File: src/rtl/seg7_pkg.sv
// ----------------------------------------------------------------------------
// seg7_pkg
// Shared constants for the seven-segment scan driver.
//   SEG_BLANK : all segments off (active-low bus, {g,f,e,d,c,b,a})
//   SEG_LUT   : hex nibble -> active-low segment pattern
// ----------------------------------------------------------------------------
package seg7_pkg;

   localparam logic [6:0] SEG_BLANK = 7'h7F;

   // Index = nibble value; bit order {g,f,e,d,c,b,a}, 0 = segment on.
   localparam logic [6:0] SEG_LUT [0:15] = '{
      7'b1000000,  // 0
      7'b1111001,  // 1
      7'b0100100,  // 2
      7'b0110000,  // 3
      7'b0011001,  // 4
      7'b0010010,  // 5
      7'b0000010,  // 6
      7'b1111000,  // 7
      7'b0000000,  // 8
      7'b0010000,  // 9
      7'b0001000,  // A
      7'b0000011,  // b
      7'b1000110,  // C
      7'b0100001,  // d
      7'b0000110,  // E
      7'b0001110   // F
   };

endpackage

File: src/rtl/seg7_scan_driver_if.sv
// ----------------------------------------------------------------------------
// seg7_scan_driver_if
// Host-side and pin-side signals of the scan driver.
//   value/load/dp          : display contents, captured into pending on load
//   digit_en/blink_mask/lz : live display controls
//   seg_n/dp_n/an_n        : active-low board pins
//   frame_tick             : one-cycle pulse at scan wrap to digit 0
// master = display logic (drives contents, observes pins), slave = driver.
// ----------------------------------------------------------------------------
interface seg7_scan_driver_if #(
   parameter int DIGITS = 8
);
   logic [4*DIGITS-1:0] value;
   logic                load;
   logic [DIGITS-1:0]   dp;
   logic [DIGITS-1:0]   digit_en;
   logic [DIGITS-1:0]   blink_mask;
   logic                lz_suppress;
   logic [6:0]          seg_n;
   logic                dp_n;
   logic [DIGITS-1:0]   an_n;
   logic                frame_tick;

   modport master (
      output value, load, dp, digit_en, blink_mask, lz_suppress,
      input  seg_n, dp_n, an_n, frame_tick
   );

   modport slave (
      input  value, load, dp, digit_en, blink_mask, lz_suppress,
      output seg_n, dp_n, an_n, frame_tick
   );
endinterface

File: src/rtl/seg7_hex_rom.sv
// ----------------------------------------------------------------------------
// seg7_hex_rom
// Combinational hex nibble to active-low seven-segment lookup.
//   nibble : 4-bit hex value
//   seg_n  : {g,f,e,d,c,b,a}, 0 = segment on
// ----------------------------------------------------------------------------
module seg7_hex_rom
   import seg7_pkg::*;
(
   input  logic [3:0] nibble,
   output logic [6:0] seg_n
);

   assign seg_n = SEG_LUT[nibble];

endmodule

File: src/rtl/seg7_scan_driver.sv
// ----------------------------------------------------------------------------
// seg7_scan_driver
// Time-multiplexed driver for DIGITS common-anode seven-segment digits on a
// shared segment bus. One slot of SCAN_DIV cycles per digit, the first
// BLANK_CYCLES of each slot with all anodes off to avoid ghosting.
//   clk, rst : clock, asynchronous active-high reset
//   bus      : slave side of seg7_scan_driver_if (contents in, pins out)
// Display contents are double-buffered (pending -> active at the frame wrap)
// so a frame never shows a mix of old and new values.
// ----------------------------------------------------------------------------
module seg7_scan_driver
   import seg7_pkg::*;
#(
   parameter int DIGITS       = 8,
   parameter int SCAN_DIV     = 50000,
   parameter int BLANK_CYCLES = 2,
   parameter int BLINK_FRAMES = 64
) (
   input  logic              clk,
   input  logic              rst,
   seg7_scan_driver_if.slave bus
);

   localparam int SLOT_W = (SCAN_DIV > 1)     ? $clog2(SCAN_DIV)     : 1;
   localparam int IDX_W  = (DIGITS > 1)       ? $clog2(DIGITS)       : 1;
   localparam int FRM_W  = (BLINK_FRAMES > 1) ? $clog2(BLINK_FRAMES) : 1;

   localparam logic [SLOT_W-1:0] SLOT_LAST = SLOT_W'(SCAN_DIV - 1);
   localparam logic [IDX_W-1:0]  IDX_LAST  = IDX_W'(DIGITS - 1);
   localparam logic [FRM_W-1:0]  FRM_LAST  = FRM_W'(BLINK_FRAMES - 1);

   typedef logic [DIGITS-1:0][3:0] nib_vec_t;

   // scan / blink state
   logic [SLOT_W-1:0] slot_q, slot_d;
   logic [IDX_W-1:0]  idx_q, idx_d;
   logic [FRM_W-1:0]  frm_q, frm_d;
   logic              phase_q, phase_d;
   // display contents
   nib_vec_t          pend_val_q, pend_val_d;
   logic [DIGITS-1:0] pend_dp_q, pend_dp_d;
   nib_vec_t          act_val_q, act_val_d;
   logic [DIGITS-1:0] act_dp_q, act_dp_d;
   // registered pins
   logic [6:0]        seg_q, seg_d;
   logic              dpn_q, dpn_d;
   logic [DIGITS-1:0] an_q, an_d;
   logic              tick_q, tick_d;

   logic              wrap_slot, wrap_frame, in_blank, show;
   logic [DIGITS-1:0] lz_sup, lit;
   logic [3:0]        cur_nib;
   logic [6:0]        cur_seg;

   assign wrap_slot  = (slot_q == SLOT_LAST);
   assign wrap_frame = wrap_slot && (idx_q == IDX_LAST);
   assign in_blank   = (32'(slot_q) < BLANK_CYCLES);
   assign cur_nib    = act_val_q[idx_q];

   seg7_hex_rom u_rom (
      .nibble (cur_nib),
      .seg_n  (cur_seg)
   );

   // Scan counters, content buffers and blink phase.
   always_comb begin
      slot_d     = wrap_slot ? '0 : slot_q + 1'b1;
      idx_d      = idx_q;
      frm_d      = frm_q;
      phase_d    = phase_q;
      pend_val_d = pend_val_q;
      pend_dp_d  = pend_dp_q;
      act_val_d  = act_val_q;
      act_dp_d   = act_dp_q;
      tick_d     = wrap_frame;

      if (wrap_slot)
         idx_d = (idx_q == IDX_LAST) ? '0 : idx_q + 1'b1;

      if (bus.load) begin
         pend_val_d = bus.value;
         pend_dp_d  = bus.dp;
      end

      if (wrap_frame) begin
         // pend_*_d already folds in a same-cycle load, so a load on the
         // frame boundary goes straight to the display.
         act_val_d = pend_val_d;
         act_dp_d  = pend_dp_d;
         if (frm_q == FRM_LAST) begin
            frm_d   = '0;
            phase_d = ~phase_q;
         end else begin
            frm_d = frm_q + 1'b1;
         end
      end
   end

   // Leading-zero suppression: walk down from the top digit while the run
   // of zero nibbles is unbroken. Digit 0 always shows.
   always_comb begin
      logic zero_run;
      zero_run = 1'b1;
      lz_sup   = '0;
      for (int i = DIGITS - 1; i >= 0; i--) begin
         zero_run  = zero_run & (act_val_q[i] == 4'h0);
         lz_sup[i] = bus.lz_suppress & zero_run & (i != 0);
      end
   end

   assign lit = bus.digit_en & ~lz_sup & ~(bus.blink_mask & {DIGITS{phase_q}});

   // Pin values for the current counter state, registered below.
   always_comb begin
      show  = !in_blank && lit[idx_q];
      an_d  = '1;
      seg_d = SEG_BLANK;
      dpn_d = 1'b1;
      if (show) begin
         an_d  = ~(DIGITS'(1) << idx_q);
         seg_d = cur_seg;
         dpn_d = ~act_dp_q[idx_q];
      end
   end

   always_ff @(posedge clk or posedge rst) begin
      if (rst) begin
         slot_q     <= '0;
         idx_q      <= '0;
         frm_q      <= '0;
         phase_q    <= 1'b0;
         pend_val_q <= '0;
         pend_dp_q  <= '0;
         act_val_q  <= '0;
         act_dp_q   <= '0;
         seg_q      <= SEG_BLANK;
         dpn_q      <= 1'b1;
         an_q       <= '1;
         tick_q     <= 1'b0;
      end else begin
         slot_q     <= slot_d;
         idx_q      <= idx_d;
         frm_q      <= frm_d;
         phase_q    <= phase_d;
         pend_val_q <= pend_val_d;
         pend_dp_q  <= pend_dp_d;
         act_val_q  <= act_val_d;
         act_dp_q   <= act_dp_d;
         seg_q      <= seg_d;
         dpn_q      <= dpn_d;
         an_q       <= an_d;
         tick_q     <= tick_d;
      end
   end

   assign bus.seg_n      = seg_q;
   assign bus.dp_n       = dpn_q;
   assign bus.an_n       = an_q;
   assign bus.frame_tick = tick_q;

endmodule

File: src/flat_wrapper.sv
// flat-port wrapper written by rule: the top's interface ports become plain ports
module seg7_scan_driver_flat import seg7_pkg::*;
#(
   parameter int DIGITS       = 8,
   parameter int SCAN_DIV     = 50000,
   parameter int BLANK_CYCLES = 2,
   parameter int BLINK_FRAMES = 64
)
  (clk, rst, bus_value, bus_load, bus_dp, bus_digit_en, bus_blink_mask, bus_lz_suppress, bus_seg_n, bus_dp_n, bus_an_n, bus_frame_tick);
  seg7_scan_driver_if #(.DIGITS(DIGITS)) bus_i ();
  input  logic clk;
  input  logic rst;
  input wire logic [$bits(bus_i.value)-1:0] bus_value;
  input wire logic [$bits(bus_i.load)-1:0] bus_load;
  input wire logic [$bits(bus_i.dp)-1:0] bus_dp;
  input wire logic [$bits(bus_i.digit_en)-1:0] bus_digit_en;
  input wire logic [$bits(bus_i.blink_mask)-1:0] bus_blink_mask;
  input wire logic [$bits(bus_i.lz_suppress)-1:0] bus_lz_suppress;
  output wire logic [$bits(bus_i.seg_n)-1:0] bus_seg_n;
  output wire logic [$bits(bus_i.dp_n)-1:0] bus_dp_n;
  output wire logic [$bits(bus_i.an_n)-1:0] bus_an_n;
  output wire logic [$bits(bus_i.frame_tick)-1:0] bus_frame_tick;
  assign bus_i.value = bus_value;
  assign bus_i.load = bus_load;
  assign bus_i.dp = bus_dp;
  assign bus_i.digit_en = bus_digit_en;
  assign bus_i.blink_mask = bus_blink_mask;
  assign bus_i.lz_suppress = bus_lz_suppress;
  assign bus_seg_n = bus_i.seg_n;
  assign bus_dp_n = bus_i.dp_n;
  assign bus_an_n = bus_i.an_n;
  assign bus_frame_tick = bus_i.frame_tick;
  seg7_scan_driver #(.DIGITS(DIGITS), .SCAN_DIV(SCAN_DIV), .BLANK_CYCLES(BLANK_CYCLES), .BLINK_FRAMES(BLINK_FRAMES)) u_core (.clk(clk), .rst(rst), .bus(bus_i));
endmodule
File: config.mk
export PLATFORM = sky130hd
export DESIGN_NAME = seg7_scan_driver_flat
export DESIGN_NICKNAME = d
export VERILOG_FILES = /design/src/rtl/seg7_pkg.sv /design/src/rtl/seg7_scan_driver_if.sv /design/src/rtl/seg7_hex_rom.sv /design/src/rtl/seg7_scan_driver.sv /design/src/flat_wrapper.sv
export SDC_FILE = /design/constraint.sdc
export NUM_CORES = 1
export LEC_CHECK = 0
export ABC_AREA = 1
export BUFFER_PORTS_ARGS = -buffer_cell sky130_fd_sc_hd__buf_2
export CORE_MARGIN = 10
export CORE_UTILIZATION = 58
export DETAILED_ROUTE_END_ITERATION = 16
export PLACE_DENSITY = 0.8
export SYNTH_ARGS = -nofsm -noshare
export SYNTH_HDL_FRONTEND = slang
export SYNTH_SLANG_ARGS = --single-unit
File: constraint.sdc
create_clock -name clk -period 4.57 [get_ports clk]
set_input_delay 0.2285 -clock clk [delete_from_list [all_inputs] [get_ports clk]]
set_output_delay 0.2285 -clock clk [all_outputs]
set_load 0.005 [all_outputs]
# ---- Word-level counts from Yosys, hierarchy flattened
# Memory sizes are Yosys's and may differ from the RTL's.
# Index checks and enable logic that the tools add are counted.
dict set report totals {
  ff_bits 123
  mem_bits_ro 112
  input_bits 60
  out_inout_bits 17
  memories 1
}
# memory depth width rd rd_clocked_by_memory_dff write_ports line
set mem_list {}
lappend mem_list {{(no name shown)} 16 7 1 0 0 seg7_hex_rom.sv:14} ;# assign seg_n = SEG_LUT[nibble];
dict set report op_classes {
  addsub 3
  n_lt_le_gt_ge 3
  eq_ne 3
  shift 1
  mux 16
  bitwise 22
  reduce_logical 11
}
# operator n
set ops {}
lappend ops {{$mux W32} 1}
lappend ops {{$logic_not A4 Y1} 7}
lappend ops {{$and A8 B8 Y8} 3}
lappend ops {{$not A8 Y8} 3}
lappend ops {{$mux W7} 3}
lappend ops {{$add A16 B1 Y16 const B} 1}
lappend ops {{$eq A16 B16 Y1 const B} 1}
lappend ops {{$lt A16 B2 Y1 const B} 1}
lappend ops {{$mux W16} 1}
lappend ops {{$mux W8} 2}
lappend ops {{$and A1 B1 Y1} 13}
lappend ops {{$bmux W4 S3} 1}
lappend ops {{$shl A1 B3 Y8 const A} 1}
lappend ops {{$add A6 B1 Y6 const B} 1}
lappend ops {{$bmux W1 S3} 2}
lappend ops {{$eq A6 B6 Y1 const B} 1}
lappend ops {{$mux W6} 1}
lappend ops {{$ge A5 B5 Y1 const B} 1}
lappend ops {{$not A4 Y5} 1}
lappend ops {{$lt A3 B4 Y1 const B} 1}
lappend ops {{$mux W4} 1}
lappend ops {{$add A3 B1 Y3 const B} 1}
lappend ops {{$eq A3 B3 Y1 const B} 1}
lappend ops {{$mux W1} 3}
lappend ops {{5 further kinds} 7}

# ---- Depth between registers and ports, before layout
dict set report logic_depth {
  ltp_word 15
  mapped_depth 15
  mapped_depth_nobuf 14
}

# ---- Modules after synthesis
# A second synthesis with hierarchy kept.
dict set report hier_totals {
  cells_unflattened 724
  area_unflattened_um2 5860.6
}
# mod instances cells_per_inst area_each_um2 seq_area_each_um2
set by_module_without_submodules {}
lappend by_module_without_submodules {seg7_scan_driver 1 673 5585.4 3098.0}
lappend by_module_without_submodules {seg7_hex_rom 1 51 275.3 0.0}

# ---- Worst setup path after synthesis
# No wires, ideal clock.
dict set report synth_path {
  path_type {register -> register}
  from {register u_core.idx_q[0]}
  to {register u_core.seg_q[3] (netlist: u_core.bus.seg_n[3])}
  setup_time_ns 0.097
  arrival_ns 1.900
  t_required_ns 4.473
  path_slack_ns 2.573
  stages_incl_launch_ff 14
  path_buffers 2
  synth_period_minus_slack_ns 1.997
  cell_sequence {dfrtp_1 > buf_2 > buf_4 > o211ai_1 > nand3_1 > o21ai_1 > inv_1 > ha_1 > nand3_1 > nand2_1 > nand2_1 > nand2_1 > inv_1 > nand4_1}
}
dict set report synth_via {
  elab_chain_len 7
}
# element line
set synth_lines {}
lappend synth_lines {{from (decl)} seg7_scan_driver.sv:36} ;# logic [IDX_W-1:0] idx_q, idx_d;
lappend synth_lines {{from (signal assigned)} seg7_scan_driver.sv:142} ;# idx_q <= idx_d;
lappend synth_lines {{$bmux W4 S3} seg7_scan_driver.sv:58} ;# assign cur_nib = act_val_q[idx_q];
lappend synth_lines {{$mux W4 (implied by the code)} seg7_scan_driver.sv:58}
lappend synth_lines {{$not A4 Y5 (implied by the code)} seg7_hex_rom.sv:14}
lappend synth_lines {{$mem_v2 Z16 W7} n/a}
lappend synth_lines {{$mux W7 (implied by the code) (2 in a row)} seg7_hex_rom.sv:14}
lappend synth_lines {{$mux W7 *} seg7_scan_driver.sv:119} ;# if (show) begin
lappend synth_lines {{named net u_core.seg_d[3]} seg7_scan_driver.sv:45} ;# logic [6:0] seg_q, seg_d;
lappend synth_lines {{to (signal assigned)} seg7_scan_driver.sv:149} ;# seg_q <= seg_d;
lappend synth_lines {{to (decl)} seg7_scan_driver.sv:45}
# The timed path passes the listed nets; every way through them passes the cells marked *. The select of a mux whose other input is x is not followed.
# A chain may end at the register's enable or synchronous reset.

# ---- Final worst setup path
dict set report layout_path {
  from {register u_core.idx_q[0]}
  to {register u_core.frm_q[5]}
}
dict set report layout_via {
  elab_chain_len 2
}
# element line
set layout_lines {}
lappend layout_lines {{$eq A3 B3 Y1} seg7_scan_driver.sv:56} ;# assign wrap_frame = wrap_slot && (idx_q == IDX_LAST);
lappend layout_lines {{$logic_and A1 B1 Y1} seg7_scan_driver.sv:56}
lappend layout_lines {{to (signal assigned)} seg7_scan_driver.sv:143} ;# frm_q <= frm_d;
lappend layout_lines {{to (decl)} seg7_scan_driver.sv:37} ;# logic [FRM_W-1:0] frm_q, frm_d;
# Every way passes these cells.

==> qor.txt <==
Synth Flop Type: dfrtp_1
number of enable flip-flop cells after synthesis: 0
fmax: 0.325 GHz
final WL: 14,500 µm
Finished Cell Area: 7220 µm²
Mapped Avg Cell Area: 8.11 µm²
CTS H-Tree Depth: 4
die area: 14,500 µm²
Pwr per Cell Area: 346 nW/µm²
Wirelength per Cell: 14.9 µm
RSZ-0062 raised after global routing: false
CP max stage delay: 0.99 ns
Core Area: 9770 µm²
RR Endpoint: u_core.frm_q[5]
vias: 5,085
first-pass GRT wire length: 24,900 µm
reg2reg start: u_core.idx_q[0]
crit-path max FO: 62
Clock transition at path regs: 0.06 ns
layout cell share with drive strength beyond 1: 16.3%
dpl cell area: 6260 µm²
CTS tree: built
Slew Viols, Final: 0
Die H: 120 µm
IO Count: 77
# DRC: 0
Worst-Margin Slew: 1.14 ns
Worst Path Arrival: 3.48 ns
CTS root buffer: clkbuf_8
gpl congestion: 0.966
net switching power: 0.000562 W
setup TNS: 0 ns
Async SR Flop Fraction: 100%
Crit-path slowest cell: dfrtp_1
fin nets: 903
crit path cell chain: ha_1 -> ha_1 -> inv_1 -> nor2_8 -> inv_4 -> nor3_4 -> nand3_1 -> nand2_1 -> nor2_1
CP Capture Type: flop
sequential element share of the synthesized area: 53.0%
Setup violations, final: 0
peak supply drop: 0.000271 V
HP Class: primary input to flop
Logic pwr share: 5.6%
Clk Latency, worst-skew pair: 0.52 ns
internal power: 0.00193 W
Sw Ratio: 22.5%
antenna violations before repair: 0
Clock Skew: 0.00646 ns
status: complete, no violations
vias in the first global route: 5,145
reg2reg setup slack: 1.50 ns
Die X: 120 µm
crit path kind: flop to flop
Synth Net Count: 795
post-route ant nets: 0
Clock power frac: 48.9%
placed insts: 902
Seq pwr share: 45.5%
Ant. Diodes: 0
WP data required: 4.98 ns
worst path buffer plus inverter count: 2
gate count of the mapped netlist: 721
fin cells: 975
startpoint types: flop
gr ovfl total: 0
PostCTS Resize Cnt: 0
Final min period: 3.07 ns
Util after Layout: 73.9%
final worst-path cycle share: 67.2%
max-cap viol count: 0
Slew HR: 23.9%
Synth cell types: 39
setup ws final: 1.50 ns
Yosys reg bits: 123
yosys warns: 0
All-Layer GR Usage: 21.1%
CTS buffer count: 17
final hold vios: 0
Std-Cell Rows: 36
hold-critical path depth: 6
total iterations of the first detailed-routing run: 5
Cell Area, Synth: 5850 µm²
Buffers on Ports: 76
Critical Path Most Common Cell: ha_1
clock buffer depth: 2
Worst R2R Path Depth: 9
detailed-placement wirelength estimate: 10,000 µm
hold path startpoint: bus_digit_en[0]
P_leak: 3.65 nW
Initial Utilization: 59.8%
drt via density: 5.22
Syn-to-layout area delta: 23.5%
CTS sink cnt: 123
pin count of the biggest net entering global routing: 84
Hold EP: u_core.bus.an_n[1]
DR iter-0 viols: 437
Top Family by Delay on Critical Path: simple AND/OR/NAND/NOR gates
Setup Slack @ Placement: 1.56 ns
-- power groups by stage --
stage          Clock (W)  Combinational (W)  Sequential [W]
6_report         0.00122           0.000139         0.00114
5_1_grt          0.00129           0.000158         0.00114
4_1_cts          0.00124           0.000139         0.00114
3_5_place_dp           0           0.000113         0.00115
3_3_place_gp           0           0.000109         0.00115
2_1_floorplan          0          0.0000629         0.00115
-- metrics by stage --
step,power (W),hold slack [ns]
final,0.00250,0.221
after global routing,0.00259,0.256
after CTS,0.00252,0.190
after detailed placement,0.00127,0.459
after global placement,0.00126,0.448
after floorplan,0.00121,0.361
-- cell usage in the layout (no fill, tap or decap), types with 2 or more instances in the layout --
master / n
nand2_1: 306
a21oi_1: 15
clkinv_4: 3
clkinv_2: 3
dfrtp_1: 107
dfstp_2: 16
inv_4: 2
o211ai_1: 4
xor2_1: 5
dlygate4sd3_1: 41
ha_1: 14
nand3_1: 23
clkinvlp_4: 3
o22ai_1: 3
nor2_1: 47
buf_2: 76
inv_1: 52
clkbuf_1: 3
nand4_1: 26
o21ai_1: 3
clkbuf_8: 3
nor3_1: 4
inv_2: 4
o21ai_0: 35
xnor2_1: 3
nor4_1: 5
a31oi_1: 2
clkbuf_16: 16
nor3_4: 2
-- kinds of logic (layout without fill, tap and decap cells) --
kind of cell / Yosys count / count (layout) / share of synthesized area (%)
AO/OA/AOI/OAI: 66 / 66 / 6.16
XOR/XNOR: 8 / 8 / 1.20
adder cells (fa/ha/maj): 14 / 14 / 3.00
buffers and inverters: 87 / 208 / 6.12
flip-flops: 123 / 123 / 53.0
AND/OR/NAND/NOR: 423 / 423 / 30.5
-- per-layer routing --
metal | GRT usage [%] | vias up | part of all wire [%]
li1 | - | 2507 | -
met1 | 25.3 | 2398 | 43
met2 | 35.5 | 149 | 50
met3 | 4.70 | 31 | 3.9
met4 | 9.43 | 0 | 2.5
met5 | 0 | - | 0
-- cell type report --
| type | count | area [µm²] |
|---|---|---|
| fillers | 731 | 2550 |
| clock buffers | 22 | 453 |
| flip-flops and latches | 123 | 3100 |
| repair buffers | 118 | 798 |
| well taps | 133 | 166 |
| multi-input cells | 511 | 2390 |
| clock inverters | 10 | 93.8 |
| inverters | 58 | 223 |
-- state kept, by name, indices dropped and copies added (netlist names) --
name	cells
u_core.pend_dp_q	8
u_core.act_val_q	32
u_core.bus.seg_n	7
u_core.act_dp_q	8
u_core.bus.frame_tick	1
u_core.pend_val_q	32
u_core.bus.an_n	8
u_core.slot_q	16
u_core.frm_q	6
u_core.idx_q	3
u_core.bus.dp_n	1
u_core.phase_q	1
-- worst max-delay path by stage --
| stage | from | endpoint | slack (ns) | depth (start not counted) |
|---|---|---|---|---|
| detailed placement | u_core.idx_q[0] | u_core.frm_q[5] | 1.56 | 9 |
| floorplan | rst | u_core.act_dp_q[0] | 1.10 | 1 |
| CTS | u_core.idx_q[0] | u_core.frm_q[5] | 1.55 | 9 |
| global route | u_core.idx_q[0] | u_core.frm_q[5] | 1.28 | 9 |
| global placement | u_core.idx_q[0] | u_core.frm_q[5] | 1.71 | 9 |
| finish | u_core.idx_q[0] | u_core.frm_q[5] | 1.50 | 9 |
-- worst register-to-register path, delay by kind of cell (launching register included) --
kind | cells | cell delay, ns
buf+inv | 2 | 0.41
fa+ha+maj | 2 | 0.53
flops | 1 | 0.99
simple gates | 5 | 1.03
-- synth_stat cells, drive strengths merged, types with 5 or more instances --
| cell | instances | area share, % |
|---|---|---|
| nand2 | 307 | 20 |
| dfrtp | 107 | 46 |
| inv | 58 | 3.8 |
| nor2 | 48 | 3.4 |
| o21ai | 39 | 3.4 |
| nand4 | 26 | 2.8 |
| nand3 | 25 | 2.4 |
| buf | 16 | 1.5 |
| dfstp | 16 | 7.2 |
| a21oi | 15 | 1.3 |
| ha | 14 | 3.0 |
| clkbuf | 13 | 0.83 |
| nor3 | 7 | 1.1 |
| nor4 | 5 | 0.54 |
| xor2 | 5 | 0.75 |
-- what timing repair did --
item                                   CTS  global route
hold buffers                            41             0
buffers inserted                         0             0
endpoints found under the hold margin  122             0
Note: power is estimated with default switching activity, not from simulation.
